--- config.mk ---
export PLATFORM = sky130hd
export DESIGN_NAME = button_input_ctrl
export DESIGN_NICKNAME = d
export VERILOG_FILES = /design/src/rtl/button_input_ctrl.sv
export SDC_FILE = /design/constraint.sdc
export NUM_CORES = 1
export LEC_CHECK = 0
export BUFFER_PORTS_ARGS = -buffer_cell sky130_fd_sc_hd__buf_2
export CORE_MARGIN = 2
export CORE_UTILIZATION = 48
export CTS_CLUSTER_DIAMETER = 150
export DETAILED_ROUTE_END_ITERATION = 12
export PLACE_DENSITY = 0.83
export RECOVER_POWER = 50
export SYNTH_ARGS = -nofsm -noshare
export SYNTH_HDL_FRONTEND = slang
export SYNTH_SLANG_ARGS = --single-unit
export TNS_END_PERCENT = 10
--- constraint.sdc ---
create_clock -name sys_clk -period 2.6 [get_ports sys_clk]
set_clock_uncertainty 0.2 [all_clocks]
set_input_delay 0.65 -clock sys_clk [delete_from_list [all_inputs] [get_ports sys_clk]]
set_output_delay 0.65 -clock sys_clk [all_outputs]
set_load 0.1 [all_outputs]
--- src/rtl/button_input_ctrl.sv ---
// Push-button capture: 2-flop sync, per-button debounce, W1C press flags, level irq.
// Define BTN_RELEASE_EDGE_EN to also capture release events in PENDING/MASK [N_BTN+3:4].
module button_input_ctrl #(
  parameter int N_BTN           = 4,
  parameter int DEBOUNCE_CYCLES = 4
) (
  input  logic             sys_clk,
  input  logic             rst,
  input  logic [N_BTN-1:0] btn_in,
  input  logic             ce,
  input  logic             wr,
  input  logic [1:0]       addr,
  input  logic [31:0]      data_in,
  output logic [31:0]      data_out,
  output logic             irq
);

  localparam int CW = (DEBOUNCE_CYCLES > 2) ? $clog2(DEBOUNCE_CYCLES) : 1;
  localparam logic [CW-1:0] CNT_LAST = CW'(DEBOUNCE_CYCLES - 1);

  // Flag bits that physically exist; everything else stays tied to 0.
  function automatic logic [7:0] valid_bits();
    logic [7:0] v;
    v = '0;
    for (int i = 0; i < N_BTN; i++) begin
      v[i] = 1'b1;
`ifdef BTN_RELEASE_EDGE_EN
      if (i < 4) v[i+4] = 1'b1;
`endif
    end
    return v;
  endfunction

  localparam logic [7:0] VALID = valid_bits();

  logic [N_BTN-1:0]         sync_1;
  logic [N_BTN-1:0]         sync_s;
  logic [N_BTN-1:0]         lvl;
  logic [N_BTN-1:0]         lvl_d;
  logic [N_BTN-1:0][CW-1:0] cnt;
  logic [7:0]               pending;
  logic [7:0]               mask;
  logic [7:0]               ev_set;
  logic [7:0]               clr;
  logic                     wr_en;
  logic                     unused_data_bits;

  assign unused_data_bits = ^data_in[31:8];

  always_ff @(posedge sys_clk or posedge rst) begin
    if (rst) begin
      sync_1 <= '0;
      sync_s <= '0;
      lvl    <= '0;
      lvl_d  <= '0;
      cnt    <= '0;
    end else begin
      sync_1 <= btn_in;
      sync_s <= sync_1;
      lvl_d  <= lvl;
      for (int i = 0; i < N_BTN; i++) begin
        if (sync_s[i] == lvl[i]) begin
          cnt[i] <= '0;
        end else if (cnt[i] == CNT_LAST) begin
          lvl[i] <= sync_s[i];
          cnt[i] <= '0;
        end else begin
          cnt[i] <= cnt[i] + CW'(1);
        end
      end
    end
  end

  always_comb begin
    ev_set = '0;
    for (int i = 0; i < N_BTN; i++) begin
      ev_set[i] = lvl[i] & ~lvl_d[i];
`ifdef BTN_RELEASE_EDGE_EN
      if (i < 4) ev_set[i+4] = ~lvl[i] & lvl_d[i];
`endif
    end
  end

  assign wr_en = ce & wr;
  assign clr   = (wr_en && addr == 2'd1) ? data_in[7:0] : 8'h00;

  // New events are OR'd in after the clear so a same-cycle set wins.
  always_ff @(posedge sys_clk or posedge rst) begin
    if (rst) begin
      pending <= '0;
      mask    <= '0;
      irq     <= 1'b0;
    end else begin
      pending <= ((pending & ~clr) | ev_set) & VALID;
      if (wr_en && addr == 2'd2) mask <= data_in[7:0] & VALID;
      irq <= |(pending & mask);
    end
  end

  always_comb begin
    data_out = '0;
    if (ce && !wr && !rst) begin
      case (addr)
        2'd0:    data_out = {{(32-N_BTN){1'b0}}, lvl};
        2'd1:    data_out = {24'd0, pending};
        2'd2:    data_out = {24'd0, mask};
        default: data_out = '0;
      endcase
    end
  end

endmodule

==> metrics.txt <==
# TYPE chip_impl_metric gauge
chip_impl_info{name="run_status",value="complete, but fails checks"} 1
chip_impl_info{name="failing_checks",value="capacitance limit, slew limit"} 1
chip_impl_metric{name="max_slew.worst_pin.slew",unit="ns"} 1.71
chip_impl_metric{name="min_period_over_period",unit=""} 0.960
chip_impl_metric{name="cts_buffer_count",unit=""} 5
chip_impl_info{name="crit_path_end_kind",value="output port"} 1
chip_impl_metric{name="clock_path_buffers",unit=""} 2
chip_impl_metric{name="floorplan.rows",unit=""} 20
chip_impl_metric{name="detailed_place.area",unit="um2"} 1650
chip_impl_metric{name="grt_max_degree",unit=""} 34
chip_impl_metric{name="floorplan.die.width",unit="um"} 60.3
chip_impl_metric{name="total_number_of_h_tree_levels",unit=""} 2
chip_impl_metric{name="place.detailed.hpwl",unit="um"} 1900
chip_impl_metric{name="hold_viol",unit=""} 0
chip_impl_metric{name="nNetsFinal",unit=""} 194
chip_impl_metric{name="cts-hold-fix-buffers",unit=""} 0
chip_impl_metric{name="final.setup.tns",unit="ns"} 0
chip_impl_metric{name="placed_cells_incl_taps",unit=""} 185
chip_impl_metric{name="ir_worst_vdd",unit="mV"} 0.437
chip_impl_metric{name="seq_area_frac_synth",unit=""} 0.544
chip_impl_metric{name="clkSlewWorstSetupHoldPaths",unit="ns"} 0.09
chip_impl_metric{name="max_cap_violations",unit=""} 1
chip_impl_metric{name="grt_overflow",unit=""} 0
chip_impl_info{name="crit_family",value="compound AO/OA/AOI/OAI gates"} 1
chip_impl_metric{name="cts.repair.resized",unit=""} 0
chip_impl_metric{name="max_freq",unit="GHz"} 0.401
chip_impl_metric{name="pin_count",unit=""} 75
chip_impl_metric{name="post_synth_edffs",unit=""} 0
chip_impl_metric{name="via_per_inst",unit=""} 4.51
chip_impl_metric{name="die-height",unit="um"} 60.3
chip_impl_info{name="tritoncts",value="built"} 1
chip_impl_metric{name="worst_ep_required_time",unit="ns"} 1.75
chip_impl_metric{name="first_pass_grt_wire_length",unit="um"} 3880
chip_impl_info{name="yosysTopAreaCell",value="sky130_fd_sc_hd__dfrtp_1"} 1
chip_impl_metric{name="final_non_filler_cell_total",unit=""} 192
chip_impl_metric{name="track_usage",unit=""} 0.156
chip_impl_metric{name="fillers",unit=""} 246
chip_impl_metric{name="crit_fanout",unit=""} 5
chip_impl_metric{name="first_global_vias",unit=""} 845
chip_impl_metric{name="synth_cells",unit=""} 125
chip_impl_metric{name="worst_slew_margin_rel",unit=""} -0.141
chip_impl_metric{name="layout_cell_share_with_drive_strength_beyond_1",unit=""} 0.264
chip_impl_metric{name="cts_setup_buffers",unit=""} 0
chip_impl_metric{name="final_design_area_no_fill",unit="um2"} 1700
chip_impl_metric{name="total_switching_power",unit="uW"} 638
chip_impl_metric{name="timing_max_transition_violations_final",unit=""} 34
chip_impl_info{name="synth.area.top_cells",value="sky130_fd_sc_hd__dfrtp_1 (54%), sky130_fd_sc_hd__buf_4 (14%), sky130_fd_sc_hd__mux2_2 (5.9%)"} 1
chip_impl_metric{name="setup_viol",unit=""} 0
chip_impl_info{name="rsz0062_at_grt",value="no"} 1
chip_impl_metric{name="routedWlPerCell",unit="um"} 12.7
chip_impl_metric{name="netlist-cell-type-count",unit=""} 22
chip_impl_metric{name="drt-initial-drc-count",unit=""} 2
chip_impl_info{name="top_count_cell_post_synth",value="sky130_fd_sc_hd__dfrtp_1"} 1
chip_impl_metric{name="worstPathArrival",unit="ns"} 1.65
chip_impl_metric{name="synthDominantCellAreaShare",unit=""} 0.544
chip_impl_metric{name="clock_insertion_delay_at_the_later_pin_of_the_skew_report",unit="ns"} 0.33
chip_impl_info{name="holdCritPathClass",value="register to register"} 1
chip_impl_metric{name="diodes",unit=""} 0
chip_impl_metric{name="power.share.sequential",unit=""} 0.484
chip_impl_metric{name="ys_ff_latch",unit=""} 33
chip_impl_metric{name="static-leakage-power",unit="uW"} 0.000796
chip_impl_metric{name="antenna_found_initial",unit=""} 0
chip_impl_info{name="timing.critical_path.slowest_stage_cell",value="sky130_fd_sc_hd__dfrtp_1"} 1
chip_impl_metric{name="gp_routability_congestion",unit=""} 0.701
chip_impl_metric{name="die-area",unit="um2"} 3630
chip_impl_metric{name="netSwitchingFraction",unit=""} 0.398
chip_impl_metric{name="internal-power",unit="uW"} 967
chip_impl_metric{name="post_layout_minimum_cycle_time",unit="ns"} 2.50
chip_impl_metric{name="ys_async_sr_fraction",unit=""} 1.00
chip_impl_metric{name="place.port_buffers",unit=""} 18
chip_impl_metric{name="final_hold_slack",unit="ns"} 0.153
chip_impl_metric{name="number_of_vias_after_detailed_routing",unit=""} 866
chip_impl_info{name="setup.worst_path.class",value="register to output port"} 1
chip_impl_metric{name="drc",unit=""} 0
chip_impl_info{name="synth_flop_cell",value="sky130_fd_sc_hd__dfrtp_1"} 1
chip_impl_info{name="top_cells_by_instance_count_after_synthesis",value="sky130_fd_sc_hd__dfrtp_1 (33), sky130_fd_sc_hd__buf_4 (29), sky130_fd_sc_hd__mux2_2 (8), sky130_fd_sc_hd__nand2_1 (7), sky130_fd_sc_hd__nor2b_1 (7)"} 1
chip_impl_metric{name="setup_slack",unit="ns"} 0.103
chip_impl_metric{name="pre_cts_slack",unit="ns"} 0.110
chip_impl_metric{name="initial_utilization",unit=""} 0.502
chip_impl_metric{name="drt_wirelength",unit="um"} 2440
chip_impl_metric{name="cpPeakStageDelay",unit="ns"} 0.45
chip_impl_metric{name="power.share.combinational",unit=""} 0.339
chip_impl_metric{name="numClockSinks",unit=""} 33
chip_impl_metric{name="ant_nets",unit=""} 0
chip_impl_metric{name="yosys_warnings",unit=""} 0
chip_impl_metric{name="flow.area_growth_from_synthesis",unit="%"} 12.2
chip_impl_metric{name="avgSynthCellArea",unit="um2"} 12.2
chip_impl_info{name="cts_root_buffer_type",value="sky130_fd_sc_hd__clkbuf_4"} 1
chip_impl_metric{name="core_area",unit="um2"} 3030
chip_impl_info{name="crit_chain",value="nor2b_1, a211oi_1, a211oi_4, buf_12"} 1
chip_impl_metric{name="router_iterations_before_antenna_repair",unit=""} 4
chip_impl_metric{name="clock_power_share",unit=""} 0.178
chip_impl_metric{name="power-per-cell-area",unit="nW/um2"} 942
chip_impl_metric{name="syn_area",unit="um2"} 1520
chip_impl_info{name="critPathLaunchType",value="register"} 1
chip_impl_metric{name="buffers_inverters_on_critical_path",unit=""} 1
-- final timing paths --
check	from	end	slack [ns]	depth (start not counted)
min reg2reg	sync_1[3]	sync_s[3]	0.15	0
min	sync_1[3]	sync_s[3]	0.15	0
max	lvl[0]	data_out[0]	0.10	4
min in group asynchronous	rst	pending[3]	0.71	3
max in group asynchronous	rst	lvl_d[3]	0.50	3
max reg2reg	cnt[0]	lvl[0]	1.37	2
-- flip-flops by register name, summed over array words and instances, names as in the netlist --
signal	cells
lvl	4
sync_1	4
sync_s	4
lvl_d	4
mask	4
pending	4
cnt	8
irq	1
-- logic make-up (layout without fill, tap and decap cells) --
logic type | Yosys count | in the layout | share of synthesized area
and+or+nand+nor | 26 | 26 | 0.103
DFF | 33 | 33 | 0.544
muxes | 9 | 9 | 0.0659
adders and majority gates | 4 | 4 | 0.0330
xor gates and xnor gates | 4 | 4 | 0.0231
other | 1 | 28 | 0.00247
AOI/OAI and AO/OA | 13 | 13 | 0.0659
buffers and inverters | 35 | 31 | 0.163
-- worst reg2reg max path, cell delays in order, from the launching register on --
cell	delay (ns)
sky130_fd_sc_hd__dfrtp_1	0.38
sky130_fd_sc_hd__ha_1	0.20
sky130_fd_sc_hd__mux2_2	0.34
-- metal layers --
layer  share of wire  up-vias  track usage  routed length (um)
met5               0        -            0                   0
met4           0.015        0       0.0571                  36
met3           0.081        5       0.0649                 198
met2            0.52       47        0.269                1260
met1            0.39      414        0.170                 946
li1                -      400            -                   -
-- power by group through the flow --
stage	combinational [uW]	clock, uW	sequential, uW
detailed placement	552	0	787
global route	585	320	794
CTS	554	292	776
global placement	513	0	769
floorplan	468	0	784
finish	544	285	776
-- per-stage QoR --
stage | total power [uW] | utilization
floorplan | 1250 | -
global placement | 1280 | 0.546
detailed placement | 1340 | 0.546
CTS | 1620 | 0.564
global route | 1700 | 0.563
finish | 1610 | 0.563
-- cell type report --
class / count / area [um2] / area share
well taps: 44 / 55.1 / 0.0323
flip-flops and latches: 33 / 826 / 0.485
multi-input cells: 84 / 596 / 0.349
inverters: 5 / 18.8 / 0.0110
repair buffers: 19 / 154 / 0.0903
clock buffers: 7 / 55.1 / 0.0323
-- cell usage in the layout, fill, tap and decap left out --
cell,n
sky130_fd_sc_hd__inv_1,5
sky130_fd_sc_hd__a211oi_1,3
sky130_fd_sc_hd__clkbuf_1,2
sky130_fd_sc_hd__dfrtp_1,33
sky130_fd_sc_hd__mux2_2,8
sky130_fd_sc_hd__nor2b_1,7
sky130_fd_sc_hd__nor3_1,4
sky130_fd_sc_hd__a211oi_4,3
sky130_fd_sc_hd__and2b_2,1
sky130_fd_sc_hd__clkbuf_8,1
sky130_fd_sc_hd__a21oi_4,1
sky130_fd_sc_hd__and4b_2,1
sky130_fd_sc_hd__a22oi_1,2
sky130_fd_sc_hd__clkbuf_4,5
sky130_fd_sc_hd__xnor2_1,4
sky130_fd_sc_hd__nand2_1,7
sky130_fd_sc_hd__ha_1,4
sky130_fd_sc_hd__conb_1,28
sky130_fd_sc_hd__buf_12,4
sky130_fd_sc_hd__buf_2,14
sky130_fd_sc_hd__nand2b_1,3
sky130_fd_sc_hd__nand3_4,1
sky130_fd_sc_hd__a22o_1,4
sky130_fd_sc_hd__mux2i_1,1
sky130_fd_sc_hd__or2_1,1
sky130_fd_sc_hd__nor2_1,1
Note: power is estimated with default switching activity, not from simulation.
